==> src/rtl/ins_unswap.sv <==
// ins_unswap: undoes the issue-stage slot swap on returning lane results.
// Optional retired-swap counter is enabled by defining INS_UNSWAP_CNT_EN.
module ins_unswap #(
    parameter int DEPTH  = 4,
    parameter int DES_W  = 5,
    parameter int DATA_W = 32
) (
    input  logic              clk,
    input  logic              rst,
    input  logic              issue_vld,
    input  logic [3:0]        issue_swap,
    output logic              issue_rdy,
    input  logic              res_vld,
    output logic              res_rdy,
    input  logic              res_1_vld,
    input  logic [DES_W-1:0]  res_1_des,
    input  logic [DATA_W-1:0] res_1_data,
    input  logic              res_2_vld,
    input  logic [DES_W-1:0]  res_2_des,
    input  logic [DATA_W-1:0] res_2_data,
    input  logic              res_3_vld,
    input  logic [DES_W-1:0]  res_3_des,
    input  logic [DATA_W-1:0] res_3_data,
    input  logic              res_4_vld,
    input  logic [DES_W-1:0]  res_4_des,
    input  logic [DATA_W-1:0] res_4_data,
    output logic              wb_vld,
    input  logic              wb_rdy,
    output logic              wb_1_vld,
    output logic [DES_W-1:0]  wb_1_des,
    output logic [DATA_W-1:0] wb_1_data,
    output logic              wb_2_vld,
    output logic [DES_W-1:0]  wb_2_des,
    output logic [DATA_W-1:0] wb_2_data,
    output logic              wb_3_vld,
    output logic [DES_W-1:0]  wb_3_des,
    output logic [DATA_W-1:0] wb_3_data,
    output logic              wb_4_vld,
    output logic [DES_W-1:0]  wb_4_des,
    output logic [DATA_W-1:0] wb_4_data,
    output logic [15:0]       swap_cnt
);

    localparam int PTR_W = (DEPTH > 1) ? $clog2(DEPTH) : 1;
    localparam int CNT_W = $clog2(DEPTH + 1);
    localparam logic [PTR_W-1:0] PTR_LAST = PTR_W'(DEPTH - 1);
    localparam logic [CNT_W-1:0] CNT_FULL = CNT_W'(DEPTH);

    logic [3:0]       code_mem [DEPTH];
    logic [PTR_W-1:0] wr_ptr;
    logic [PTR_W-1:0] rd_ptr;
    logic [CNT_W-1:0] count;
    logic [3:0]       head_code;
    logic             push;
    logic             pop;

    // lane-indexed views; index 0 is lane/slot 1
    logic [3:0]             in_vld;
    logic [3:0][DES_W-1:0]  in_des;
    logic [3:0][DATA_W-1:0] in_data;
    logic [3:0][1:0]        src;
    logic [3:0]             perm_vld;
    logic [3:0][DES_W-1:0]  perm_des;
    logic [3:0][DATA_W-1:0] perm_data;
    logic [3:0]             wb_vld_q;
    logic [3:0][DES_W-1:0]  wb_des_q;
    logic [3:0][DATA_W-1:0] wb_data_q;

    assign issue_rdy = !rst && (count < CNT_FULL);
    assign res_rdy   = !rst && (count != '0) && (!wb_vld || wb_rdy);
    assign push      = issue_vld && issue_rdy;
    assign pop       = res_vld && res_rdy;
    assign head_code = code_mem[rd_ptr];

    assign in_vld  = {res_4_vld, res_3_vld, res_2_vld, res_1_vld};
    assign in_des  = {res_4_des, res_3_des, res_2_des, res_1_des};
    assign in_data = {res_4_data, res_3_data, res_2_data, res_1_data};

    // store the swap code of each issued bundle; entries need no reset
    always_ff @(posedge clk) begin
        if (push) begin
            code_mem[wr_ptr] <= issue_swap;
        end
    end

    // FIFO pointers and occupancy, wrapping modulo DEPTH
    always_ff @(posedge clk) begin
        if (rst) begin
            wr_ptr <= '0;
            rd_ptr <= '0;
            count  <= '0;
        end else begin
            if (push) begin
                wr_ptr <= (wr_ptr == PTR_LAST) ? '0 : wr_ptr + 1'b1;
            end
            if (pop) begin
                rd_ptr <= (rd_ptr == PTR_LAST) ? '0 : rd_ptr + 1'b1;
            end
            case ({push, pop})
                2'b10:   count <= count + 1'b1;
                2'b01:   count <= count - 1'b1;
                default: count <= count;
            endcase
        end
    end

    // each swap is its own inverse: pick the source lane for every slot
    always_comb begin
        src[0] = 2'd0;
        src[1] = 2'd1;
        src[2] = 2'd2;
        src[3] = 2'd3;
        case (head_code)
            4'b1001: begin
                src[0] = 2'd3;
                src[3] = 2'd0;
            end
            4'b1100: begin
                src[0] = 2'd1;
                src[1] = 2'd0;
            end
            4'b1010: begin
                src[0] = 2'd2;
                src[2] = 2'd0;
            end
            default: begin
                src[0] = 2'd0;
            end
        endcase
    end

    // move vld/des/data of a lane as one unit
    always_comb begin
        perm_vld  = '0;
        perm_des  = '0;
        perm_data = '0;
        for (int k = 0; k < 4; k++) begin
            perm_vld[k]  = in_vld[src[k]];
            perm_des[k]  = in_des[src[k]];
            perm_data[k] = in_data[src[k]];
        end
    end

    // write-back register: load on accept, hold under backpressure
    always_ff @(posedge clk) begin
        if (rst) begin
            wb_vld    <= 1'b0;
            wb_vld_q  <= '0;
            wb_des_q  <= '0;
            wb_data_q <= '0;
        end else if (pop) begin
            wb_vld    <= 1'b1;
            wb_vld_q  <= perm_vld;
            wb_des_q  <= perm_des;
            wb_data_q <= perm_data;
        end else if (wb_rdy) begin
            wb_vld <= 1'b0;
        end
    end

    assign wb_1_vld  = wb_vld_q[0];
    assign wb_2_vld  = wb_vld_q[1];
    assign wb_3_vld  = wb_vld_q[2];
    assign wb_4_vld  = wb_vld_q[3];
    assign wb_1_des  = wb_des_q[0];
    assign wb_2_des  = wb_des_q[1];
    assign wb_3_des  = wb_des_q[2];
    assign wb_4_des  = wb_des_q[3];
    assign wb_1_data = wb_data_q[0];
    assign wb_2_data = wb_data_q[1];
    assign wb_3_data = wb_data_q[2];
    assign wb_4_data = wb_data_q[3];

`ifdef INS_UNSWAP_CNT_EN
    logic [15:0] cnt_q;
    logic        is_swap;

    assign is_swap = (head_code == 4'b1001) ||
                     (head_code == 4'b1100) ||
                     (head_code == 4'b1010);

    // saturating count of retired non-identity bundles
    always_ff @(posedge clk) begin
        if (rst) begin
            cnt_q <= '0;
        end else if (pop && is_swap && (cnt_q != 16'hFFFF)) begin
            cnt_q <= cnt_q + 16'd1;
        end
    end

    assign swap_cnt = cnt_q;
`else
    assign swap_cnt = 16'h0000;
`endif

endmodule
==> config.mk <==
export PLATFORM = sky130hd
export DESIGN_NAME = ins_unswap
export DESIGN_NICKNAME = d
export VERILOG_FILES = /design/src/rtl/ins_unswap.sv
export SDC_FILE = /design/constraint.sdc
export NUM_CORES = 1
export LEC_CHECK = 0
export CORE_ASPECT_RATIO = 1.2
export CORE_UTILIZATION = 41
export CTS_BUF_LIST = sky130_fd_sc_hd__clkbuf_8
export DETAILED_ROUTE_END_ITERATION = 6
export HOLD_SLACK_MARGIN = 0.15
export PLACE_DENSITY_LB_ADDON = 0.3
export SLEW_MARGIN = 0
export SYNTH_ARGS = -nofsm -noshare
export SYNTH_HDL_FRONTEND = slang
export SYNTH_SLANG_ARGS = --single-unit
export TNS_END_PERCENT = 30
==> constraint.sdc <==
create_clock -name clk -period 3.2 [get_ports clk]
set_input_delay 0.64 -clock clk [delete_from_list [all_inputs] [get_ports clk]]
set_output_delay 0.64 -clock clk [all_outputs]
set_load 0.01 [all_outputs]
Word-level counts from Yosys, hierarchy flattened:

Memories as Yosys holds them, arrays and structs flattened. A register that Yosys moved wholly into a read port is not among the register bits.
Index checks and enable logic that the tools add are counted.

* bits in registers: 160
* memory bits (writable): 16
* input bits: 161
* output and inout bits: 171
* memories kept: 1

Memory list
* code_mem: words 4, width 4, read ports 1, clocked after memory_dff 1, write ports 1, RTL line 49 `logic [3:0] code_mem [DEPTH];`

* add/subtract/negate cells: 4
* order comparisons: 5
* equal/unequal tests: 7
* mux-type cells: 37
* reduce and logical (&&, ||, !) cells: 11

Operators by type and width (number)
* $bmux W32 S2: 4
* $mux W32: 4
* $bmux W5 S2: 4
* $mux W5: 4
* $eq A4 B4 Y1 const B: 3
* $lt A2 B3 Y1 const B: 4
* $mux W2: 6
* $mux W1: 9
* $bmux W1 S2: 4
* $eq A2 B2 Y1 const B: 3
* $pmux W2 S3: 1
* $pmux W3 S2: 1
* $logic_and A1 B1 Y1: 5
* $add A2 B1 Y2 const B: 2
* $reduce_bool A2 Y1: 2
* $add A3 B1 Y3 const B: 1
* $lt A3 B3 Y1 const B: 1
* $reduce_bool A3 Y1: 1
* $sub A3 B1 Y3 const B: 1
* $eq A2 B1 Y1 const B: 1
* $logic_not A1 Y1: 2
* $logic_or A1 B1 Y1: 1

Logic depth before layout (Yosys ltp):

* depth in word-level cells: 6
* gate-level depth with buffers: 12
* gate-level depth less buffers: 10

Worst setup path before layout:

OpenSTA, ideal clock, no wires.

* path kind: input to register
* start point: input port rst
* end point: register count[2]
* library setup time: 70 ps
* arrival: 3260 ps
* data required time: 3130 ps
* slack: -130 ps
* cell stages on the path: 12
* buffers on the path: 3
* cells stage by stage: clkbuf_1 nor3_1 nand2_1 inv_2 clkbuf_1 clkbuf_1 ha_1 inv_1 fa_1 xor2_1 or3_1 a21oi_1

* word-level cells in the longest chain between the ends: 6

RTL lines
* start: declaration: RTL line 9 `input logic rst,`
* $logic_not A1 Y1 (*): RTL line 70 `assign res_rdy = !rst && (count != '0) && (!wb_vld || wb_rdy);`
* $logic_and A1 B1 Y1 (*) (2 in series): RTL line 70
* named net res_rdy: RTL line 14 `output logic res_rdy,`
* $logic_and A1 B1 Y1 (*): RTL line 72 `assign pop = res_vld && res_rdy;`
* named net pop: RTL line 55 `logic pop;`
* $eq A2 B1 Y1 / $eq A2 B2 Y1 (equally long branches): RTL line 99 `case ({push, pop})`
* $pmux W3 S2 / $reduce_bool A2 Y1 (equally long branches)
* end signal: assignment: RTL line 100 `2'b10: count <= count + 1'b1;`
* end signal: assignment: RTL line 101 `2'b01: count <= count - 1'b1;`
* end signal: assignment: RTL line 102 `default: count <= count;`
* end: declaration: RTL line 52 `logic [CNT_W-1:0] count;`

The timed path passes the listed nets; every way through them passes the cells marked *.
A chain may end at the register's enable or synchronous reset.

==> flow_summary.ini <==
[timing]
rsz0062_at_grt = no
worst_pin_slew_ps = 1360
slew_headroom_pct = 9.02
fmax_mhz = 376
setup_viol = 0
min_period_ps = 2660
hold_viol = 0
timing.final.crit_share_pct = 83.2
finalClockSkew_ps = 22.7
fin_setup_tns_ps = 0
finalMaxSlewViolations = 0
whs_ps = 393

[synth]
synthCells = 868
synth_area_sq_um = 8420
yosysUniqueCellTypes = 33
synth.largest_area_cell = dfxtp_1
synth-seq-cells = 178
yosysSeqAreaShare_pct = 44.2
synth_top_area_share_pct = 38.5
ys_top_cells_by_area = dfxtp_1, mux2i_1, a211oi_1
yosysWarnings = 0
syn_avg_cell_area_sq_um = 9.70

[power]
p_switching_w = 0.00170
powerDensity_nw_per_um2 = 454
seqPwrFrac_pct = 46.4
p_leak_nw = 3.96
combPwrFrac_pct = 27.4
clkPwrFrac_pct = 26.2
p_sw_share_pct = 31.4
vdd_ir_drop_max_v = 0.000259
p_int_w = 0.00373

[worst_setup_path]
r2r_slack_ps = 540
crit_type = flip-flop to flip-flop
start_kind = flip-flop
worstPathRequired_ps = 3500
critical_path.max_fanout = 38
end_kind = flip-flop
worstPathArrival_ps = 2970

[final_layout]
nets = 1301
most-common-layout-cells = clkdlybuf4s50_1, dfxtp_1, nor2_1, a211oi_1, mux2i_1
final_common_cell = clkdlybuf4s50_1
nFillCells = 1796
area_growth_pct = 41.9
fin_util_pct = 59.2
final_layout_size_suffix_gt1_share_pct = 5.15

[global_routing]
grt_pass1_wl_mm = 41.2
grtUsageTotal_pct = 25.0
grt_max_degree = 269
grt-ovfl-total = 0
grt_antenna_before_repair = 1
grt_pass1_vias = 7406

[flow_run]
maxCapViolations = 0

[die]
die_y_microns = 159
initial_core_util_pct = 41.7
die-area_sq_um = 21100
fp.dieW_microns = 133
rows = 57
core_area_sq_um = 20200
io_pins = 332

[clock_network]
clkSlewWorstSetupHoldPaths_ps = 100
post_cts_buffers = 0
clockRootBuffer = clkbuf_8
ctsResizeCount = 0
insertion_delay_ps = 480
cts.path.max_buffers = 2
postCtsHoldBufs = 0
cts_tree = built
cts.sinks = 178
cts_buffers = 17
htree_levels = 4

[drt]
drt-initial-drc-count = 466
wl_per_cell_microns = 18.8
wl_mm = 26.5
viasPerCell = 5.48
antenna_left = 0
drc = 0
vias = 7743
first_pass_iters = 4

[placed_design]
io_buffer_count = 315
dp_hpwl_mm = 17.3
gp_congestion = 0.811

[outcome]
status = completed

[worst_hold_path]
hp-class = primary input to flip-flop
cell families after synthesis:
logic type / synth area share, %
AO/OA/AOI/OAI: 22.2
XOR/XNOR: 0.208
adder cells (fa/ha/maj): 1.13
buffers and inverters: 7.12
flip-flops: 44.2
multiplexers: 14.6
other: 0.0445
AND/OR/NAND/NOR: 10.5
cell type report:
| class | instances | area (sq um) | share of cell area, % |
|---|---|---|---|
| flip-flops and latches | 178 | 3720 | 31.2 |
| repair buffers | 330 | 3330 | 27.8 |
| clock buffers | 17 | 234 | 1.96 |
| well taps | 265 | 332 | 2.77 |
| inverters | 7 | 33.8 | 0.283 |
| multi-input cells | 599 | 4190 | 35.0 |
| clock inverters | 15 | 110 | 0.921 |
| diodes | 1 | 2.50 | 0.0209 |
metal layers:
metal  wire length [microns]  vias up  track usage, %
li1                        -     3745               -
met1                   10700     3658            29.9
met2                   12900      278            41.6
met3                    1750       62            5.48
met4                    1130        0            13.7
met5                       0        -               0
sequential cells by signal (all words and copies together), names as in the netlist, named ones only:
register and flops:
wb_vld 1, wr_ptr 2, wb_4_data 32, rd_ptr 2, wb_4_des 5, code_mem 16, count 3, wb_1_data 32
wb_3_data 32, wb_1_des 5, wb_2_des 5, wb_2_data 32, wb_vld_q 4, wb_3_des 5
per-stage QoR:
stage | instances | power (W) | setup slack [ps] | area, sq um
3_5_place_dp | 1379 | 0.00405 | 397 | 11600
4_1_cts | 1411 | 0.00546 | 484 | 11900
6_report | 1412 | 0.00543 | 538 | 11900
3_3_place_gp | 1379 | 0.00403 | 451 | 11600
5_1_grt | 1412 | 0.00570 | 346 | 11900
2_1_floorplan | 883 | 0.00332 | 96.0 | 8480
critical path, cell delays in order (launching register included):
cell	delay, ps
dfxtp_1	480
mux4_2	630
nor2b_4	330
and2_2	240
buf_12	320
mux2i_1	360
a211oi_1	120
synthesized netlist by cell type:
cell	instances
a221oi_1	38
nor2b_4	2
a22o_1	38
or3_1	3
fa_1	1
a21oi_1	4
dfxtp_1	162
nor2_1	158
and3_1	4
buf_8	4
nor3_2	1
buf_1	1
buf_4	21
mux4_2	4
and2_4	1
conb_1	1
ha_1	6
inv_1	6
nor2b_1	2
clkbuf_1	56
edfxtp_1	16
o21ai_0	2
inv_2	1
o311ai_2	1
nor3_1	2
a211oi_1	152
buf_2	8
mux2i_1	114
and2_1	2
xor2_1	2
o31ai_1	2
buf_6	9
nand2_1	44
path summary, 6_finish.rpt:
check	startpoint	end	cells after the start
max	flip-flop	wb_4_data[26]	6
min	rst	wb_vld	2
max reg2reg	flip-flop	wb_4_data[26]	6
min reg2reg	rd_ptr[1]	flip-flop	2
power groups by stage:
stage / registers (W) / logic, W / clock network (W)
finish: 0.00252 / 0.00148 / 0.00142
global placement: 0.00257 / 0.00146 / 0
global route: 0.00254 / 0.00160 / 0.00155
detailed placement: 0.00257 / 0.00148 / 0
floorplan: 0.00264 / 0.000679 / 0
CTS: 0.00252 / 0.00149 / 0.00145
Note: power is estimated with default switching activity, not from simulation.
